<file path="config.mk">
export PLATFORM = sky130hd
export DESIGN_NAME = vad_decision_ctrl
export DESIGN_NICKNAME = d
export VERILOG_FILES = /design/src/rtl/vad_decision_ctrl.sv
export SDC_FILE = /design/constraint.sdc
export NUM_CORES = 1
export LEC_CHECK = 0
export BUFFER_PORTS_ARGS = -buffer_cell sky130_fd_sc_hd__clkbuf_2
export CAP_MARGIN = 30
export CORE_MARGIN = 4
export CORE_UTILIZATION = 51
export CTS_CLUSTER_SIZE = 10
export DETAILED_ROUTE_END_ITERATION = 10
export PLACE_DENSITY = 0.82
export SLEW_MARGIN = 20
export SYNTH_ARGS = -nofsm -noshare
export SYNTH_HDL_FRONTEND = slang
export SYNTH_SLANG_ARGS = --single-unit
</file>
<file path="constraint.sdc">
create_clock -name clk -period 3.3 [get_ports clk]
set_input_delay 0.33 -clock clk [delete_from_list [all_inputs] [get_ports clk]]
set_output_delay 0.33 -clock clk [all_outputs]
set_load 0.05 [all_outputs]
</file>
<file path="src/rtl/vad_decision_ctrl.sv">
// Frame-level VAD decision controller: score compare, onset/hangover FSM,
// registered 2-bit class decision with valid/ready on both sides.
module vad_decision_ctrl #(
  parameter int SCORE_W      = 8,
  parameter int ONSET_FRAMES = 2,
  parameter int HANG_FRAMES  = 3
) (
  input  logic               clk,
  input  logic               rst_n,
  input  logic               vad_clr,
  input  logic               score_valid,
  output logic               score_ready,
  input  logic [SCORE_W-1:0] score0,
  input  logic [SCORE_W-1:0] score1,
  input  logic               force_speech,
  output logic               result_valid,
  input  logic               result_ready,
  output logic [1:0]         result,
  output logic [15:0]        frame_cnt
);

  typedef enum logic [1:0] {
    ST_SIL,
    ST_ONSET,
    ST_SPEECH,
    ST_HANG
  } state_t;

  localparam logic [3:0] ONSET_N    = 4'(ONSET_FRAMES);
  localparam logic [3:0] HANG_N     = 4'(HANG_FRAMES);
  localparam logic [1:0] RES_SPEECH = 2'b10;
  localparam logic [1:0] RES_NONSP  = 2'b01;

  state_t      state_q, state_d;
  logic [3:0]  onset_q, onset_d;
  logic [3:0]  hang_q, hang_d;
  logic        s1_valid_q, s1_valid_d;
  logic        cand_q, cand_d;
  logic        result_valid_q, result_valid_d;
  logic [1:0]  result_q, result_d;
  logic [15:0] frame_cnt_q, frame_cnt_d;

  logic        adv;
  logic        accept;
  logic        load;
  logic        consume;
  logic        new_cand;

  state_t      fsm_state;
  logic [3:0]  fsm_onset;
  logic [3:0]  fsm_hang;
  logic [3:0]  onset_inc;

  always_comb begin
    adv         = !result_valid_q || result_ready;
    score_ready = !s1_valid_q || adv;
    accept      = score_valid && score_ready;
    load        = s1_valid_q && adv;
    consume     = result_valid_q && result_ready;
    new_cand    = force_speech || ($signed(score1) > $signed(score0));
  end

  always_comb begin
    fsm_state = state_q;
    fsm_onset = onset_q;
    fsm_hang  = hang_q;
    onset_inc = onset_q + 4'd1;
    case (state_q)
      ST_SIL: begin
        if (cand_q) begin
          if (ONSET_N == 4'd1) begin
            fsm_state = ST_SPEECH;
            fsm_onset = '0;
          end else begin
            fsm_state = ST_ONSET;
            fsm_onset = 4'd1;
          end
        end
      end
      ST_ONSET: begin
        if (cand_q) begin
          if (onset_inc == ONSET_N) begin
            fsm_state = ST_SPEECH;
            fsm_onset = '0;
          end else begin
            fsm_onset = onset_inc;
          end
        end else begin
          fsm_state = ST_SIL;
          fsm_onset = '0;
        end
      end
      ST_SPEECH: begin
        if (!cand_q) begin
          if (HANG_N == 4'd0) begin
            fsm_state = ST_SIL;
          end else begin
            fsm_state = ST_HANG;
            fsm_hang  = HANG_N;
          end
        end
      end
      ST_HANG: begin
        if (cand_q) begin
          fsm_state = ST_SPEECH;
          fsm_hang  = '0;
        end else if (hang_q == 4'd1) begin
          fsm_state = ST_SIL;
          fsm_hang  = '0;
        end else begin
          fsm_hang  = hang_q - 4'd1;
        end
      end
      default: begin
        fsm_state = ST_SIL;
        fsm_onset = '0;
        fsm_hang  = '0;
      end
    endcase
  end

  // vad_clr wins over every handshake; a frame offered alongside it is dropped.
  always_comb begin
    state_d        = state_q;
    onset_d        = onset_q;
    hang_d         = hang_q;
    cand_d         = cand_q;
    s1_valid_d     = s1_valid_q;
    result_valid_d = result_valid_q;
    result_d       = result_q;
    frame_cnt_d    = frame_cnt_q;

    if (accept) begin
      cand_d = new_cand;
    end
    s1_valid_d = accept || (s1_valid_q && !load);

    if (load) begin
      state_d        = fsm_state;
      onset_d        = fsm_onset;
      hang_d         = fsm_hang;
      result_valid_d = 1'b1;
      result_d       = (fsm_state == ST_SPEECH || fsm_state == ST_HANG) ? RES_SPEECH : RES_NONSP;
    end else if (consume) begin
      result_valid_d = 1'b0;
    end

    if (consume) begin
      frame_cnt_d = frame_cnt_q + 16'd1;
    end

    if (vad_clr) begin
      state_d        = ST_SIL;
      onset_d        = '0;
      hang_d         = '0;
      cand_d         = 1'b0;
      s1_valid_d     = 1'b0;
      result_valid_d = 1'b0;
      result_d       = '0;
      frame_cnt_d    = '0;
    end
  end

  always_ff @(posedge clk or negedge rst_n) begin
    if (!rst_n) begin
      state_q        <= ST_SIL;
      onset_q        <= '0;
      hang_q         <= '0;
      cand_q         <= 1'b0;
      s1_valid_q     <= 1'b0;
      result_valid_q <= 1'b0;
      result_q       <= '0;
      frame_cnt_q    <= '0;
    end else begin
      state_q        <= state_d;
      onset_q        <= onset_d;
      hang_q         <= hang_d;
      cand_q         <= cand_d;
      s1_valid_q     <= s1_valid_d;
      result_valid_q <= result_valid_d;
      result_q       <= result_d;
      frame_cnt_q    <= frame_cnt_d;
    end
  end

  always_comb begin
    result_valid = result_valid_q;
    result       = result_q;
    frame_cnt    = frame_cnt_q;
  end

endmodule

</file>
==> metrics.yaml <==
outcome: "complete, no violations"
ios: 42
rsz0062_at_grt: "false"
portBuffers: 41
drt-initial-drc-count: 129
die_h_um: 70.5
yosys.area_share.xor_xnor_pct: 4.39
cellPowerDensity_nw_per_um2: 340
met2_usage_pct: 31.5
setup_violations: 0
layout_common_cells: "clkbuf_2, dfrtp_1, a21oi_1, inv_1, nor2_1"
cp_cell_sequence: "ha_1 > or4b_2 > o21a_1 > a32o_1"
crit_type: "reg2reg"
htreeDepth: 2
dp.cells: 301
power.leakage_nw: 1.06
startpoint_type: "flop"
cts_buffer_depth: 2
use_met3_pct: 4.60
drive_gt1_share_pct: 22.7
ys.flop_type: "dfrtp_1"
worst_pin_slew_ns: 0.759
fmax_mhz: 548
synth-compound-area-share_pct: 16.9
hpwl_um: 3120
ys_types: 53
grt_max_degree: 34
synth_nets: 255
viasPerCell: 5.87
seq_area_um2: 776
r2r_slack_ns: 1.48
cts_resized: 0
busiest_layer: "met2"
netlist_area_um2: 1990
hp-class: "in2async"
nNetsFinal: 295
worstPathArrival_ns: 2.00
multi_input_area_um2: 1110
ant_nets: 0
rows: 22
postCtsHoldBufs: 0
synth-adder-area-share_pct: 8.16
period_needed_ns: 1.82
clkSinkCount: 31
crit_fanout: 7
crit_path_end: "onset_q[1]$_DFFE_PN0P_"
vias: 1808
ys.warnings.count: 0
async_flop_share_pct: 100
ys_seq_area_share_pct: 38.9
globalplace.congestion: 0.852
die-area_um2: 4970
ys_ff_latch: 31
yosys.area_share.simple_pct: 25.5
synthMuxAreaShare_pct: 0.502
worstSetupStartpoint: "onset_q[0]$_DFFE_PN0P_"
post-route-period-util_pct: 55.3
wl_per_cell_um: 13.9
start_util_pct: 53.6
r2r-end: "onset_q[1]$_DFFE_PN0P_"
postCtsSetupBuffers: 0
slowest_stage: "or4b_2"
syn_avg_cell_area_um2: 9.06
max_stage_delay_ns: 0.67
final_cells: 308
max-slew-margin-rel_pct: 49.4
required_ns: 3.48
final_common_cell: "clkbuf_2"
cts_root_buf: "clkbuf_8"
maxCapViolations: 0
synthCells: 220
numCtsBuffers: 5
areaGrowthSynthToFinish_pct: 15.5
fin_util_pct: 62.0
clkLatencyLatePin_ns: 0.29
fillers: 347
overflow: 0
cts_tree: "yes"
antenna_found_initial: 0
fp.dieW_um: 70.5
setup_tns_ns: 0
synth-edff-count: 0
hold_violations: 0
first_pass_iters: 4
slew_viol_final: 0
grtUsageTotal_pct: 19.0
finClkSkew_ns: 0.00659
wl_um: 4300
drcViolationCount: 0
crit_path_end_kind: "flop"
reg2reg_from: "onset_q[0]$_DFFE_PN0P_"
clk_pin_slew_ns: 0.06
vdd_ir_drop_max_mv: 0.143
core_um2: 3720
first_global_vias: 1746
synth_top_family_by_area: "simple AND/OR/NAND/NOR gates"
reg2reg_depth: 4
grt_pass1_wl_um: 7690
diodes: 0
grtUsageMet1_pct: 23.7
-- sequential cells by signal (all words and copies together) (netlist names) --
name,count
cand_q,1
frame_cnt,16
hang_q,4
onset_q,4
result,2
result_valid,1
s1_valid_q,1
state_q,2
-- worst max-delay path: cells and delay by family, from the launching register on --
family | cells | cell delay, ns
AND/OR/NAND/NOR | 1 | 0.67
flip-flops | 1 | 0.44
AO/OA/AOI/OAI | 2 | 0.31
adder cells (fa/ha/maj) | 1 | 0.29
-- final cells by class --
cell class                 count  share of cell area [%]
tap                           48                    2.61
sequential                    31                    33.7
clock buffer                   6                    3.59
clock inverter                 1                   0.217
inverter                      18                    2.93
multi-input combinational    163                    48.0
timing repair buffer          41                    8.91
-- metal layers --
metal  up-vias  wire, um
met4         0       102
met5         -         0
li1        886         -
met2        64      2040
met1       849      1880
met3         9       279
-- how the worst min path moves through the flow --
stage                     startpoint                         to  cells past startpoint
after CTS                      rst_n  frame_cnt[15]$_DFFE_PN0P_                      1
after detailed placement       rst_n  frame_cnt[15]$_DFFE_PN0P_                      1
after global routing           rst_n  frame_cnt[15]$_DFFE_PN0P_                      1
final                          rst_n  frame_cnt[14]$_DFFE_PN0P_                      1
after floorplan                rst_n         cand_q$_DFFE_PN0P_                      0
after global placement         rst_n  frame_cnt[15]$_DFFE_PN0P_                      1
-- where the power goes --
part	internal, mW	switching (mW)
clock	0.163	0.138
sequential	0.385	0.0115
combinational	0.0326	0.0520
total	0.581	0.202
-- through the flow --
| step | hold WS [ns] | setup slack [ns] | power [mW] | cell area (um^2) |
|---|---|---|---|---|
| finish | 0.102 | 1.48 | 0.783 | 2300 |
| global route | 0.181 | 1.41 | 0.825 | 2300 |
| CTS | 0.136 | 1.47 | 0.793 | 2300 |
| detailed placement | 0.446 | 1.48 | 0.489 | 2210 |
| global placement | 0.437 | 1.52 | 0.486 | 2210 |
| floorplan | 0.0344 | 1.37 | 0.455 | 1990 |
-- kinds of logic (layout without fill, tap and decap cells) --
family,Yosys count,count (layout)
adders and majority gates,13,13
muxes,1,1
and+or+nand+nor,87,87
DFF,31,31
xor gates and xnor gates,10,10
buffers and inverters,26,66
AOI/OAI and AO/OA,52,52
-- Yosys cell counts (3+ instances only) --
cell	instances	area share, %
o21ai_0	7	1.8
o21a_1	3	1.1
o31ai_1	3	1.1
and4_1	4	1.8
nor3_1	4	1.0
nand4_1	8	2.5
nand3_1	14	3.5
a21oi_1	21	5.3
nand2b_1	3	0.94
ha_1	13	8.2
xnor2_1	3	1.3
nor4_1	3	0.94
xor2_1	7	3.1
nor2_1	15	2.8
nand2_1	14	2.6
inv_1	18	3.4
or3_1	4	1.3
dfrtp_1	31	39
Note: power is estimated with default switching activity, not from simulation.
